$ cat config.mk
export PLATFORM = sky130hd
export DESIGN_NAME = id_ex_stage
export DESIGN_NICKNAME = d
export VERILOG_FILES = /design/src/rtl/id_ex_stage.sv
export SDC_FILE = /design/constraint.sdc
export NUM_CORES = 1
export LEC_CHECK = 0
export ABC_AREA = 0
export CORE_AREA = 2 2 256 258
export DETAILED_ROUTE_END_ITERATION = 10
export DIE_AREA = 0 0 258 260
export PLACE_DENSITY = 0.42
export SLEW_MARGIN = 20
export SYNTH_ARGS = -nofsm -noshare
export SYNTH_HDL_FRONTEND = slang
export SYNTH_SLANG_ARGS = --single-unit
$ cat constraint.sdc
create_clock -name clk -period 3 [get_ports clk]
set_input_delay 0.6 -clock clk [delete_from_list [all_inputs] [get_ports clk]]
set_output_delay 0.6 -clock clk [all_outputs]
set_load 0.01 [all_outputs]
$ cat src/rtl/id_ex_stage.sv
// ID/EX pipeline register: operand forwarding, load-use stall, immediate generation.
// Build with ID_EX_FWD_EN defined to enable EX/MEM and MEM/WB forwarding.
module id_ex_stage #(
    parameter int XLEN = 64
) (
    input  logic            clk,
    input  logic            rst,
    input  logic            flush,
    input  logic            in_valid,
    output logic            in_ready,
    input  logic [31:0]     in_instr,
    input  logic [XLEN-1:0] in_pc,
    input  logic [XLEN-1:0] rs1_data,
    input  logic [XLEN-1:0] rs2_data,
    input  logic            mem_valid,
    input  logic            mem_is_load,
    input  logic [4:0]      mem_rd,
    input  logic [XLEN-1:0] mem_data,
    input  logic            wb_write,
    input  logic [4:0]      wb_rd,
    input  logic [XLEN-1:0] wb_data,
    output logic            out_valid,
    input  logic            out_ready,
    output logic [31:0]     out_instr,
    output logic [XLEN-1:0] out_pc,
    output logic [XLEN-1:0] out_op1,
    output logic [XLEN-1:0] out_op2,
    output logic [XLEN-1:0] out_imm,
    output logic [4:0]      out_rd,
    output logic            hazard
);

    localparam logic [6:0] OP_LOAD   = 7'b0000011;
    localparam logic [6:0] OP_IMM    = 7'b0010011;
    localparam logic [6:0] OP_IMM32  = 7'b0011011;
    localparam logic [6:0] OP_JALR   = 7'b1100111;
    localparam logic [6:0] OP_SYSTEM = 7'b1110011;
    localparam logic [6:0] OP_STORE  = 7'b0100011;
    localparam logic [6:0] OP_BRANCH = 7'b1100011;
    localparam logic [6:0] OP_LUI    = 7'b0110111;
    localparam logic [6:0] OP_AUIPC  = 7'b0010111;
    localparam logic [6:0] OP_JAL    = 7'b1101111;

    localparam logic [31:0] NOP = 32'h00000013;

    typedef struct packed {
        logic [31:0]     instr;
        logic [XLEN-1:0] pc;
        logic [XLEN-1:0] op1;
        logic [XLEN-1:0] op2;
        logic [XLEN-1:0] imm;
        logic [4:0]      rd;
    } id_ex_t;

    logic [6:0] opcode;
    logic [4:0] rs1_idx;
    logic [4:0] rs2_idx;

    assign opcode  = in_instr[6:0];
    assign rs1_idx = in_instr[19:15];
    assign rs2_idx = in_instr[24:20];

    logic is_i;
    logic is_s;
    logic is_b;
    logic is_u;
    logic is_j;

    assign is_i = (opcode == OP_LOAD)  || (opcode == OP_IMM)
               || (opcode == OP_IMM32) || (opcode == OP_JALR)
               || (opcode == OP_SYSTEM);
    assign is_s = (opcode == OP_STORE);
    assign is_b = (opcode == OP_BRANCH);
    assign is_u = (opcode == OP_LUI) || (opcode == OP_AUIPC);
    assign is_j = (opcode == OP_JAL);

    logic [XLEN-1:0] imm;

    always_comb begin
        imm = '0;
        unique case (1'b1)
            is_i: imm = {{(XLEN-12){in_instr[31]}}, in_instr[31:20]};
            is_s: imm = {{(XLEN-12){in_instr[31]}},
                         in_instr[31:25], in_instr[11:7]};
            is_b: imm = {{(XLEN-13){in_instr[31]}}, in_instr[31],
                         in_instr[7], in_instr[30:25],
                         in_instr[11:8], 1'b0};
            is_u: imm = {{(XLEN-32){in_instr[31]}},
                         in_instr[31:12], 12'b0};
            is_j: imm = {{(XLEN-21){in_instr[31]}}, in_instr[31],
                         in_instr[19:12], in_instr[20],
                         in_instr[30:21], 1'b0};
            default: imm = '0;
        endcase
    end

    logic [4:0] rd;
    assign rd = (is_s || is_b) ? 5'd0 : in_instr[11:7];

    // Producer matches on nonzero sources; x0 never creates a dependency.
    logic mem_hit1;
    logic mem_hit2;
    logic wb_hit1;
    logic wb_hit2;

    assign mem_hit1 = mem_valid && (mem_rd != 5'd0) && (mem_rd == rs1_idx);
    assign mem_hit2 = mem_valid && (mem_rd != 5'd0) && (mem_rd == rs2_idx);
    assign wb_hit1  = wb_write && (wb_rd != 5'd0) && (wb_rd == rs1_idx);
    assign wb_hit2  = wb_write && (wb_rd != 5'd0) && (wb_rd == rs2_idx);

    logic [XLEN-1:0] op1;
    logic [XLEN-1:0] op2;

`ifdef ID_EX_FWD_EN
    always_comb begin
        if (rs1_idx == 5'd0)
            op1 = '0;
        else if (mem_hit1 && !mem_is_load)
            op1 = mem_data;
        else if (wb_hit1)
            op1 = wb_data;
        else
            op1 = rs1_data;
    end

    always_comb begin
        if (rs2_idx == 5'd0)
            op2 = '0;
        else if (mem_hit2 && !mem_is_load)
            op2 = mem_data;
        else if (wb_hit2)
            op2 = wb_data;
        else
            op2 = rs2_data;
    end

    assign hazard = in_valid && mem_is_load && (mem_hit1 || mem_hit2);
`else
    logic unused_fwd;
    assign unused_fwd = ^{mem_data, wb_data, mem_is_load};

    assign op1 = (rs1_idx == 5'd0) ? '0 : rs1_data;
    assign op2 = (rs2_idx == 5'd0) ? '0 : rs2_data;

    // Without bypass paths, stall until the regfile holds every pending write.
    assign hazard = in_valid
                 && (mem_hit1 || mem_hit2 || wb_hit1 || wb_hit2);
`endif

    id_ex_t q;
    logic   valid_q;
    logic   capture;

    assign in_ready = !flush && !hazard && (!valid_q || out_ready);
    assign capture  = in_valid && in_ready;

    always_ff @(posedge clk or negedge rst) begin
        if (!rst) begin
            valid_q  <= 1'b0;
            q.instr  <= NOP;
            q.pc     <= '0;
            q.op1    <= '0;
            q.op2    <= '0;
            q.imm    <= '0;
            q.rd     <= '0;
        end else if (flush) begin
            valid_q  <= 1'b0;
        end else if (capture) begin
            valid_q  <= 1'b1;
            q.instr  <= in_instr;
            q.pc     <= in_pc;
            q.op1    <= op1;
            q.op2    <= op2;
            q.imm    <= imm;
            q.rd     <= rd;
        end else if (valid_q && out_ready) begin
            valid_q  <= 1'b0;
        end
    end

    assign out_valid = valid_q;
    assign out_instr = q.instr;
    assign out_pc    = q.pc;
    assign out_op1   = q.op1;
    assign out_op2   = q.op2;
    assign out_imm   = q.imm;
    assign out_rd    = q.rd;

endmodule
# After elaboration in Yosys (flattened, before gate mapping)
# Cells that the tools add are included.
# Widths: inputs -> output; s select.
[op_classes] n_addsub=0 mul=0 n_reduce_logical=30 muxes=7 n_shift=0 div_mod_pow=0 eq_ne=14 magnitude_cmp=0 bitwise=1
[op_table] op="$pmux 64 s5" n=1
[op_table] op="$mux 64" n=2
[op_table] op="$eq 7x7->1 const B" n=4
[op_table] op="$eq 7x5->1 const B" n=3
[op_table] op="$eq 5x5->1" n=4
[op_table] op="$eq 7x6->1 const B" n=2
[op_table] op="$logic_and 1x1->1" n=11
[op_table] op="$logic_not 5->1" n=2
[op_table] op="$logic_or 1x1->1" n=10
[op_table] op="$reduce_bool 5->1" n=2
[op_table] op="$eq 7x2->1 const B" n=1
[op_table] op="$mux 5" n=1
[op_table] op="$logic_not 1->1" n=3
[op_table] op="$mux 1" n=3
[op_table] op="$reduce_bool 3->1" n=1
[op_table] op="$reduce_and 2->1" n=1
[op_table] op="$not 1->1" n=1
[totals] out_inout_bits=296 input_bits=370 romBits=0 latchBits=0 ram_bits=0 n_memories=0 regBits=294

# Longest topological paths before layout
# Gate-level depths: netlist of the first run.
[logic_depth] ltp_word=13 mapped_depth=9 mapped_depth_nobuf=6

# Worst setup path after synthesis of the first run
# Ideal clock, no wire load.
[synth_path] path_kind="input-to-output" start="in wb_rd[1]" end="out in_ready" path_slack_ns=0.493 cell_stages=6 arrival_time_ns=1.907 cell_sequence="or4_1 -> o21ai_1 -> o22ai_2 -> buf_6 -> and2_1 -> nor2b_1"
[synth_via] elab_chain_cells=9 elab_cells_between_ends=12 cone_classes="2 x eq/ne; 10 x reduce/logical"
[synth_lines] item="start, declared" line="20" text="input logic [4:0] wb_rd,"
[synth_lines] item="$reduce_bool 5->1" line="108, 109"
[synth_lines] item="$logic_and 1x1->1" line="108, 109"
[synth_lines] item="$logic_and 1x1->1" line="108" text="assign wb_hit1 = wb_write && (wb_rd != 5'd0) && (wb_rd == rs1_idx);"
[synth_lines] item="$logic_or 1x1->1" line="147" text="&& (mem_hit1 || mem_hit2 || wb_hit1 || wb_hit2);"
[synth_lines] item="$logic_or 1x1->1 (*)" line="147"
[synth_lines] item="$logic_and 1x1->1 (*)" line="147"
[synth_lines] item="net hazard" line="30" text="output logic hazard"
[synth_lines] item="$logic_not 1->1 (*)" line="154" text="assign in_ready = !flush && !hazard && (!valid_q || out_ready);"
[synth_lines] item="$logic_and 1x1->1 (*) (2 in series)" line="154"
[synth_lines] item="end, declared" line="10" text="output logic in_ready,"
# The timed path passes the listed nets; every way through them passes the cells marked *.

# Worst setup path in the final report of the first run
[layout_path] start="in wb_rd[1]" end="out in_ready"
[layout_via] elab_chain_cells=9 elab_cells_between_ends=12 cone_classes="2 x eq/ne; 10 x reduce/logical"
[layout_lines] item="$reduce_bool 5->1" line="108, 109"
[layout_lines] item="$logic_and 1x1->1" line="108, 109"
[layout_lines] item="$logic_and 1x1->1" line="108"
[layout_lines] item="$logic_or 1x1->1" line="147"
[layout_lines] item="$logic_or 1x1->1 (*)" line="147"
[layout_lines] item="$logic_and 1x1->1 (*)" line="147"
[layout_lines] item="$logic_not 1->1 (*)" line="154"
[layout_lines] item="$logic_and 1x1->1 (*) (2 in series)" line="154"
# Mark *: on every way between the ends. The rest lies on a longest branch, timed or not.

==> impl_metrics.toml, run 1 <==
[status]
outcome = "finished clean"

[grt]
grt_pass1_wl_um = 67600
overflow = 0
grt_usage_pct = 13.1
antenna_found_initial = 10
grt_pass1_vias = 10205
grt_max_degree = 140

[final_layout]
finalNetCount = 1933
drive_above_1_share_pct = 10.7
syn2layout_area_growth_pct = 64.8
fillerInstances = 6654

[route]
wl_met3_um = 2870
routedWlPerCell_um = 18.4
ant_nets = 0
wl_met1_um = 19300
wl_um = 45000
wl_met2_um = 21800
drtIter0Drc = 466
dr_total_vias = 9961
drtPass1Iterations = 6
drc = 0
viasPerCell = 4.06
top_layer = "met5"

[die]
start_util_pct = 18.3
rows = 93
die_h_um = 260
pin_count = 666
die_w_um = 258
fp.dieArea_um2 = 67100
core_um2 = 64100

[clock_tree]
htreeDepth = 2
cts_buffers = 36
clock-sinks = 262
cts-root-buf = "clkbuf_16"
path_clk_slew_ns = 0.06
clk_latency_ns = 0.54
cts_max_path_buffers = 3
tritoncts = "yes"
ctsHoldBuffers = 0

[timing]
setup_violations = 0
fin_skew_ns = 0.0184
worst_slew_margin_rel_pct = 56.3
fin_setup_tns_ns = 0
hold_viol = 0
timing.hold.ws_ns = 0.0640
slew_viol_final = 0
period_share_pct = 97.3
max_freq_ghz = 0.342
worst_pin_slew_ns = 0.655
min_period_ns = 2.92

[yosys]
syn_area_um2 = 11700
synth_cell_type_count = 41
synthArstFlopShare_pct = 100
ys_seq_area_share_pct = 55.9
synth-edff-count = 0
syn_nets = 1427
ys_ff_latch = 262
yosys_warnings = 0
synth_ff_type = "dfrtp_1"
syn_area_per_cell_um2 = 11.1
synthCells = 1057

[worst_setup_path]
r2r_setup_slack_ns = 1.15
rr_worst_depth = 6
critPathLaunchType = "primary input"
crit_arrival_ns = 2.32
end_kind = "output pin"
timing.rr.start = "out_valid"
timing.critical_path.required_ns = 2.40
worstSetupPathType = "in2out"
worstPathMaxFanout = 2
regToRegEndpoint = "out_imm[28]"

[flow_run]
cap_violations = 0

[placed_design]
place_hpwl_um = 33000
gp_congestion = 0.758
numPortBuffers = 536

[pwr]
peakVddDrop_uv = 291
leakagePower_uw = 0.00798
powerDensity_nw_per_um2 = 620
total_power_uw = 12000

[worst_hold_path]
worstHoldPathType = "in2async"
## area by class of cell
cell class                      instances  area [um^2]  share of cell area, %
Sequential cell                       262         6560                   33.9
Inverter                               19         71.3                  0.369
Timing Repair Buffer                  594         6000                   31.0
Tap cell                              855         1070                   5.54
Multi-Input combinational cell        650         4410                   22.8
Clock inverter                         12          125                  0.647
Antenna cell                            6         15.0                 0.0777
Clock buffer                           54         1080                   5.59
## worst max path at each step
stage,startpoint,end,slack [ns],depth (start not counted)
6_report,wb_rd[1],in_ready,0.08,8
2_1_floorplan,wb_rd[1],in_ready,0.49,6
5_1_grt,wb_rd[1],in_ready,-0.001,10
3_3_place_gp,in_instr[23],hazard,-0.55,7
3_5_place_dp,in_instr[23],hazard,-0.53,7
4_1_cts,mem_rd[1],in_ready,0.04,9
## critical path, cell delays in order
cell	delay, ns
clkdlybuf4s50_1	0.44
or4_4	0.50
o21ai_4	0.16
o22ai_4	0.10
buf_12	0.14
and2_4	0.14
nor2b_1	0.10
buf_2	0.13
## cells in the mapped netlist (2+ instances only)
cell type  count  area share, %
a22o_1         4           0.30
o31ai_1      135            8.6
nor2_1        13           0.42
xor2_1        20            1.5
nand2b_1       2           0.11
dfrtp_1      259             55
buf_6         21            2.0
mux2i_1       11           0.94
a21oi_1       24            1.0
and2_1         2           0.11
clkbuf_1      64            2.0
o21ai_1        3           0.13
o41ai_1        4           0.30
mux2_2        32            3.1
a22oi_1        3           0.19
buf_2          9           0.38
nand2_1      147            4.7
nand3_1        2          0.085
mux2_1        79            7.6
nor3_1         6           0.26
buf_4         32            2.0
or4_1          2           0.13
inv_1         19           0.61
o21ai_0      144            6.1
nand3b_1       2           0.13
dfstp_2        3           0.67
## logic make-up (layout without fill, tap and decap cells)
logic type                after synthesis  count (layout)  share of synthesized area, %
muxes                                 122             122                          11.6
xor gates and xnor gates               20              20                          1.49
DFF                                   262             262                          55.9
AOI/OAI and AO/OA                     324             324                          17.3
buffers and inverters                 145             679                          7.11
other                                   0               6                             0
and+or+nand+nor                       184             184                          6.53
## registers in the layout (all words and copies together), names as in the netlist
| register | count |
|---|---|
| out_op2 | 64 |
| out_imm | 32 |
| out_rd | 5 |
| out_valid | 1 |
| out_pc | 64 |
| out_op1 | 64 |
| out_instr | 32 |
## placed cells by master (no fill, tap or decap), types with 2 or more instances in the layout
cell type	netlist	final
clkbuf_1	64	8
dlymetal6s2s_1	0	3
nor3_1	6	6
clkbuf_16	0	37
nand3_1	2	2
xor2_1	20	20
nand3b_1	2	2
diode_2	0	6
clkdlybuf4s50_1	0	515
clkinv_4	0	2
a22o_1	4	4
buf_12	0	17
clkinv_2	0	6
nand2_2	0	2
bufinv_16	0	2
nor4_2	1	2
buf_4	32	41
o21ai_4	0	2
mux2_1	79	79
dfrtp_1	259	259
o41ai_1	4	4
a21oi_1	24	24
clkbuf_8	0	9
buf_2	9	2
dfstp_2	3	3
nor2_1	13	13
mux2i_1	11	11
inv_6	0	2
nand2_1	147	144
or4_4	0	2
dlygate4sd2_1	0	15
a22oi_2	0	2
o31ai_1	135	135
mux2_2	32	32
nand2b_1	2	2
inv_1	19	19
o21ai_0	144	144
## per-stage QoR
stage,instances,worst slack (ns),instance area (um^2),util (%)
floorplan,1057,0.493,11700,-
global placement,2379,-0.551,18100,28.2
detailed placement,2379,-0.525,18100,28.2
CTS,2445,0.0400,19300,30.0
global route,2449,-0.00118,19300,30.1
finish,2452,0.0801,19300,30.1
## timing repair
action                                  CTS  global route
buffers inserted                          0             1
pin swaps                                 8             4
gates resized for setup                  26             9
endpoints found under the setup margin    2             1
## layer usage
| layer | up-vias | GRT usage, % |
|---|---|---|
| li1 | 4749 | - |
| met1 | 4839 | 16.4 |
| met2 | 295 | 21.8 |
| met3 | 70 | 3.88 |
| met4 | 8 | 3.81 |
| met5 | - | 0 |
## power by group
part / switching [uW] / internal, uW
logic: 1370 / 1810
registers: 297 / 4160
clock network: 1670 / 2670
total: 3340 / 8630
Power figures use the tool's default switching activity.
==> run 2: changes to the inputs <==
--- a/config.mk
+++ b/config.mk
@@ -7,6 +7,7 @@
 export LEC_CHECK = 0
 export ABC_AREA = 0
 export CORE_AREA = 2 2 256 258
+export CTS_CLUSTER_SIZE = 10
 export DETAILED_ROUTE_END_ITERATION = 10
 export DIE_AREA = 0 0 258 260
 export PLACE_DENSITY = 0.42
==> impl_metrics.toml, run 2 (synthesis gave the netlist of run 1 again) <==
[route]
drc = 0
top_layer = "met5"
wl_met2_um = 21900
wl_um = 45100
wl_met1_um = 19200
routedWlPerCell_um = 18.5
dr_total_vias = 9919
drtIter0Drc = 444
wl_met3_um = 2990
drtPass1Iterations = 4
ant_nets = 0
viasPerCell = 4.06

[clock_tree]
cts_buffers = 36
htreeDepth = 2
cts-root-buf = "clkbuf_16"
cts_max_path_buffers = 3
path_clk_slew_ns = 0.05
clock-sinks = 262
tritoncts = "yes"
clk_latency_ns = 0.54
ctsHoldBuffers = 0

[timing]
worst_slew_margin_rel_pct = 56.2
setup_violations = 0
hold_viol = 0
min_period_ns = 2.92
fin_skew_ns = 0.0118
worst_pin_slew_ns = 0.657
max_freq_ghz = 0.342
period_share_pct = 97.3
layout_setup_ws_ns = 0.0800
slew_viol_final = 0

[pwr]
sw_frac_of_total_pct = 28.3
peakVddDrop_uv = 298
intPower_uw = 8340
leakagePower_uw = 0.00791
powerDensity_nw_per_um2 = 606
seqPwrFrac_pct = 38.3
combPwrFrac_pct = 27.3
clkPwrFrac_pct = 34.3
power.switching_uw = 3290

[worst_setup_path]
crit_arrival_ns = 2.32
r2r_setup_slack_ns = 1.15
timing.critical_path.required_ns = 2.40
critical-path-max-stage-delay_ns = 0.50
regToRegEndpoint = "out_imm[28]"
crit_path_top_delay_cell = "or4_4"
worstPathCellList = "clkdlybuf4s50_1 > or4_4 > o21ai_4 > o22ai_4 > buf_12 > and2_4 > nor2b_1 > buf_2"
timing.rr.start = "out_valid"
critPathLaunchType = "primary input"
end_kind = "output pin"
worstPathMaxFanout = 2
worstSetupPathType = "in2out"
rr_worst_depth = 6

[worst_hold_path]
worstHoldPathType = "in2async"

[placed_design]
gp_congestion = 0.758
dp_cells = 2379
numPortBuffers = 536
preCtsSetupSlack_ns = -0.525
place_hpwl_um = 33000

[grt]
grt_max_degree = 140
grt_pass1_wl_um = 67600
grt_usage_pct = 13.1
grt_pass1_vias = 10205
overflow = 0
antenna_found_initial = 11

[final_layout]
regArea_um2 = 6560
drive_above_1_share_pct = 10.3
multi_input_area_um2 = 4410
final_util_pct = 29.9
syn2layout_area_growth_pct = 63.7
fillerInstances = 6669
final_common_cell = "clkdlybuf4s50_1"
finalNetCount = 1933
layout_common_cells = "515 x clkdlybuf4s50_1, 259 x dfrtp_1, 144 x nand2_1, 144 x o21ai_0, 135 x o31ai_1"
fin_cells = 2444

[die]
pin_count = 666
fp.dieArea_um2 = 67100
die_w_um = 258
rows = 93
start_util_pct = 18.3
core_um2 = 64100
die_h_um = 260

[status]
outcome = "finished clean"

[flow_run]
cap_violations = 0
run 2: stage by stage:
| step | total power (uW) | area [um^2] | TNS (ns) | hold WS (ns) |
|---|---|---|---|---|
| after floorplan | 5640 | 11700 | 0 | 0.304 |
| after global placement | 7730 | 18100 | -63.81 | 0.466 |
| after detailed placement | 7760 | 18100 | -65.05 | 0.474 |
| after CTS | 11900 | 19100 | 0 | 0.0621 |
| after global routing | 12300 | 19200 | -0.00118 | 0.0782 |
| final | 11600 | 19200 | 0 | 0.0650 |
run 2: cell type report:
cell class | instances | area share (%)
sequential | 262 | 34.2
timing repair buffer | 594 | 31.2
multi-input combinational | 650 | 23.0
tap | 855 | 5.57
clock buffer | 51 | 5.36
inverter | 19 | 0.371
clock inverter | 8 | 0.274
antenna | 5 | 0.0652
run 2: worst max-delay path by stage:
stage | startpoint | to | slack (ns) | depth (start not counted)
floorplan | wb_rd[1] | in_ready | 0.49 | 6
global placement | in_instr[23] | hazard | -0.55 | 7
detailed placement | in_instr[23] | hazard | -0.53 | 7
CTS | mem_rd[1] | in_ready | 0.04 | 9
global route | wb_rd[1] | in_ready | -0.001 | 10
finish | wb_rd[1] | in_ready | 0.08 | 8
run 2: repair_timing:
item                       4_1_cts  5_1_grt
pin swaps                        8        4
setup endpoints to repair        2        1
gates resized for setup         26        9
buffers inserted                 0        1
run 2: routing by layer:
| metal | global-route usage (%) | up-vias |
|---|---|---|
| met1 | 16.3 | 4809 |
| met5 | 0 | - |
| met3 | 4.04 | 64 |
| met2 | 21.8 | 296 |
| li1 | - | 4738 |
| met4 | 3.92 | 12 |
run 2: power groups by stage:
| stage | clock network (uW) | registers, uW | logic [uW] |
|---|---|---|---|
| global placement | 0 | 4490 | 3230 |
| floorplan | 0 | 4800 | 836 |
| global route | 4340 | 4550 | 3420 |
| detailed placement | 0 | 4520 | 3240 |
| CTS | 4180 | 4470 | 3240 |
| finish | 3990 | 4460 | 3180 |
run 2: critical path, delay by kind of cell:
kind | cells | cell delay (ns)
AO/OA/AOI/OAI | 2 | 0.26
AND/OR/NAND/NOR | 3 | 0.74
buffers and inverters | 3 | 0.71
==> run 3: changes to the inputs <==
--- a/config.mk
+++ b/config.mk
@@ -10,6 +10,7 @@
 export CTS_CLUSTER_SIZE = 10
 export DETAILED_ROUTE_END_ITERATION = 10
 export DIE_AREA = 0 0 258 260
+export MAX_ROUTING_LAYER = met4
 export PLACE_DENSITY = 0.42
 export SLEW_MARGIN = 20
 export SYNTH_ARGS = -nofsm -noshare
==> impl_metrics.toml, run 3 (synthesis gave the netlist of run 1 again) <==
[status]
outcome = "finished clean"

[worst_setup_path]
timing.critical_path.required_ns = 2.40
r2r_setup_slack_ns = 1.15
end_kind = "output pin"
critical-path-max-stage-delay_ns = 0.50
path_buf_inv = 3
worstSetupPathType = "in2out"
critPathLaunchType = "primary input"
worstPathMaxFanout = 2
crit_arrival_ns = 2.32
crit_path_top_delay_cell = "or4_4"
worstPathCellList = "clkdlybuf4s50_1 > or4_4 > o21ai_4 > o22ai_4 > buf_12 > and2_4 > nor2b_1 > buf_2"
cpLargestDelayFamily = "simple AND/OR/NAND/NOR gates"

[final_layout]
fillerInstances = 6667
fin_area_um2 = 19200
multi_input_area_um2 = 4410
fin_cells = 2451
final_common_cell = "clkdlybuf4s50_1"
drive_above_1_share_pct = 10.3
finalNetCount = 1933
final_util_pct = 30.0
layout_common_cells = "515 x clkdlybuf4s50_1, 259 x dfrtp_1, 144 x nand2_1, 144 x o21ai_0, 135 x o31ai_1"
regArea_um2 = 6560
syn2layout_area_growth_pct = 63.9

[pwr]
intPower_uw = 8340
clkPwrFrac_pct = 34.3
seqPwrFrac_pct = 38.3
combPwrFrac_pct = 27.3
powerDensity_nw_per_um2 = 605
leakagePower_uw = 0.00791
peakVddDrop_uv = 303
power.switching_uw = 3290
sw_frac_of_total_pct = 28.3

[route]
dr_total_vias = 9872
drtPass1Iterations = 4
drc = 0
drtIter0Drc = 468
viasPerCell = 4.03
wl_um = 45100
ant_nets = 0
routedWlPerCell_um = 18.4

[placed_design]
dp_cells = 2379
gp_congestion = 0.768
place_hpwl_um = 33000
numPortBuffers = 536
place_area_um2 = 18100

[die]
core_um2 = 64100
start_util_pct = 18.3
die_w_um = 258
rows = 93
pin_count = 666
die_h_um = 260
fp.dieArea_um2 = 67100

[grt]
grt_usage_pct = 13.5
grt_pass1_wl_um = 67500
grt_pass1_vias = 10212
overflow = 0
antenna_found_initial = 12
grt_max_degree = 140

[clock_tree]
clock-sinks = 262
htreeDepth = 2
tritoncts = "yes"
cts_max_path_buffers = 3
path_clk_slew_ns = 0.05
cts-root-buf = "clkbuf_16"
cts_buffers = 36
clk_latency_ns = 0.54

[timing]
max_freq_ghz = 0.343
fin_skew_ns = 0.0155
worst_slew_margin_rel_pct = 55.9
min_period_ns = 2.92
slew_viol_final = 0
timing.hold.ws_ns = 0.0641
worst_pin_slew_ns = 0.662
period_share_pct = 97.3
setup_violations = 0
hold_viol = 0

[worst_hold_path]
worstHoldPathType = "in2async"

[flow_run]
cap_violations = 0
-- run 3: changes by cell type in the layout (fill, tap and decap cells not counted), sizes merged --
| cell | change |
|---|---|
| diode | +7 |
-- run 3: final timing paths --
check,depth (start not counted),end,from
min in group clk,1,out_pc[5],out_pc[5]
worst max-delay path,8,in_ready,wb_rd[1]
worst max register to register,6,out_imm[28],out_valid
worst min-delay path,1,out_op2[16],rst
max in group asynchronous,2,out_instr[0],rst
worst min register to register,1,out_pc[5],out_pc[5]
-- run 3: power groups by stage --
stage	Clock [uW]	Sequential, uW	Combinational [uW]
after detailed placement	0	4520	3240
after floorplan	0	4800	836
final	3990	4460	3180
after global routing	4330	4550	3420
after global placement	0	4490	3230
after CTS	4180	4470	3240
-- run 3: metal layers --
metal	part of all wire (%)	vias to the layer above	track usage [%]
met1	43	4773	16.5
met4	2.3	0	3.90
met3	6.4	57	3.94
met2	48	290	21.7
met5	0	-	-
li1	-	4752	-
-- run 3: area by class of cell --
class	count	area share, %
Timing Repair Buffer	594	31.2
Tap cell	855	5.57
Antenna cell	12	0.156
Multi-Input combinational cell	650	22.9
Clock buffer	51	5.35
Inverter	19	0.371
Clock inverter	8	0.273
Sequential cell	262	34.1
-- run 3: timing repair --
action                     4_1_cts  5_1_grt
pin swaps                        8        4
resized for setup               26        9
setup buffers                    0        1
hold buffers                     0        0
setup endpoints to repair        2        1
-- run 3: stage by stage --
stage | setup slack [ns] | setup TNS [ns] | power [uW]
after floorplan | 0.493 | 0 | 5640
after global placement | -0.551 | -63.81 | 7730
after detailed placement | -0.525 | -65.05 | 7760
after CTS | 0.0400 | 0 | 11900
after global routing | -0.00110 | -0.00110 | 12300
final | 0.0808 | 0 | 11600
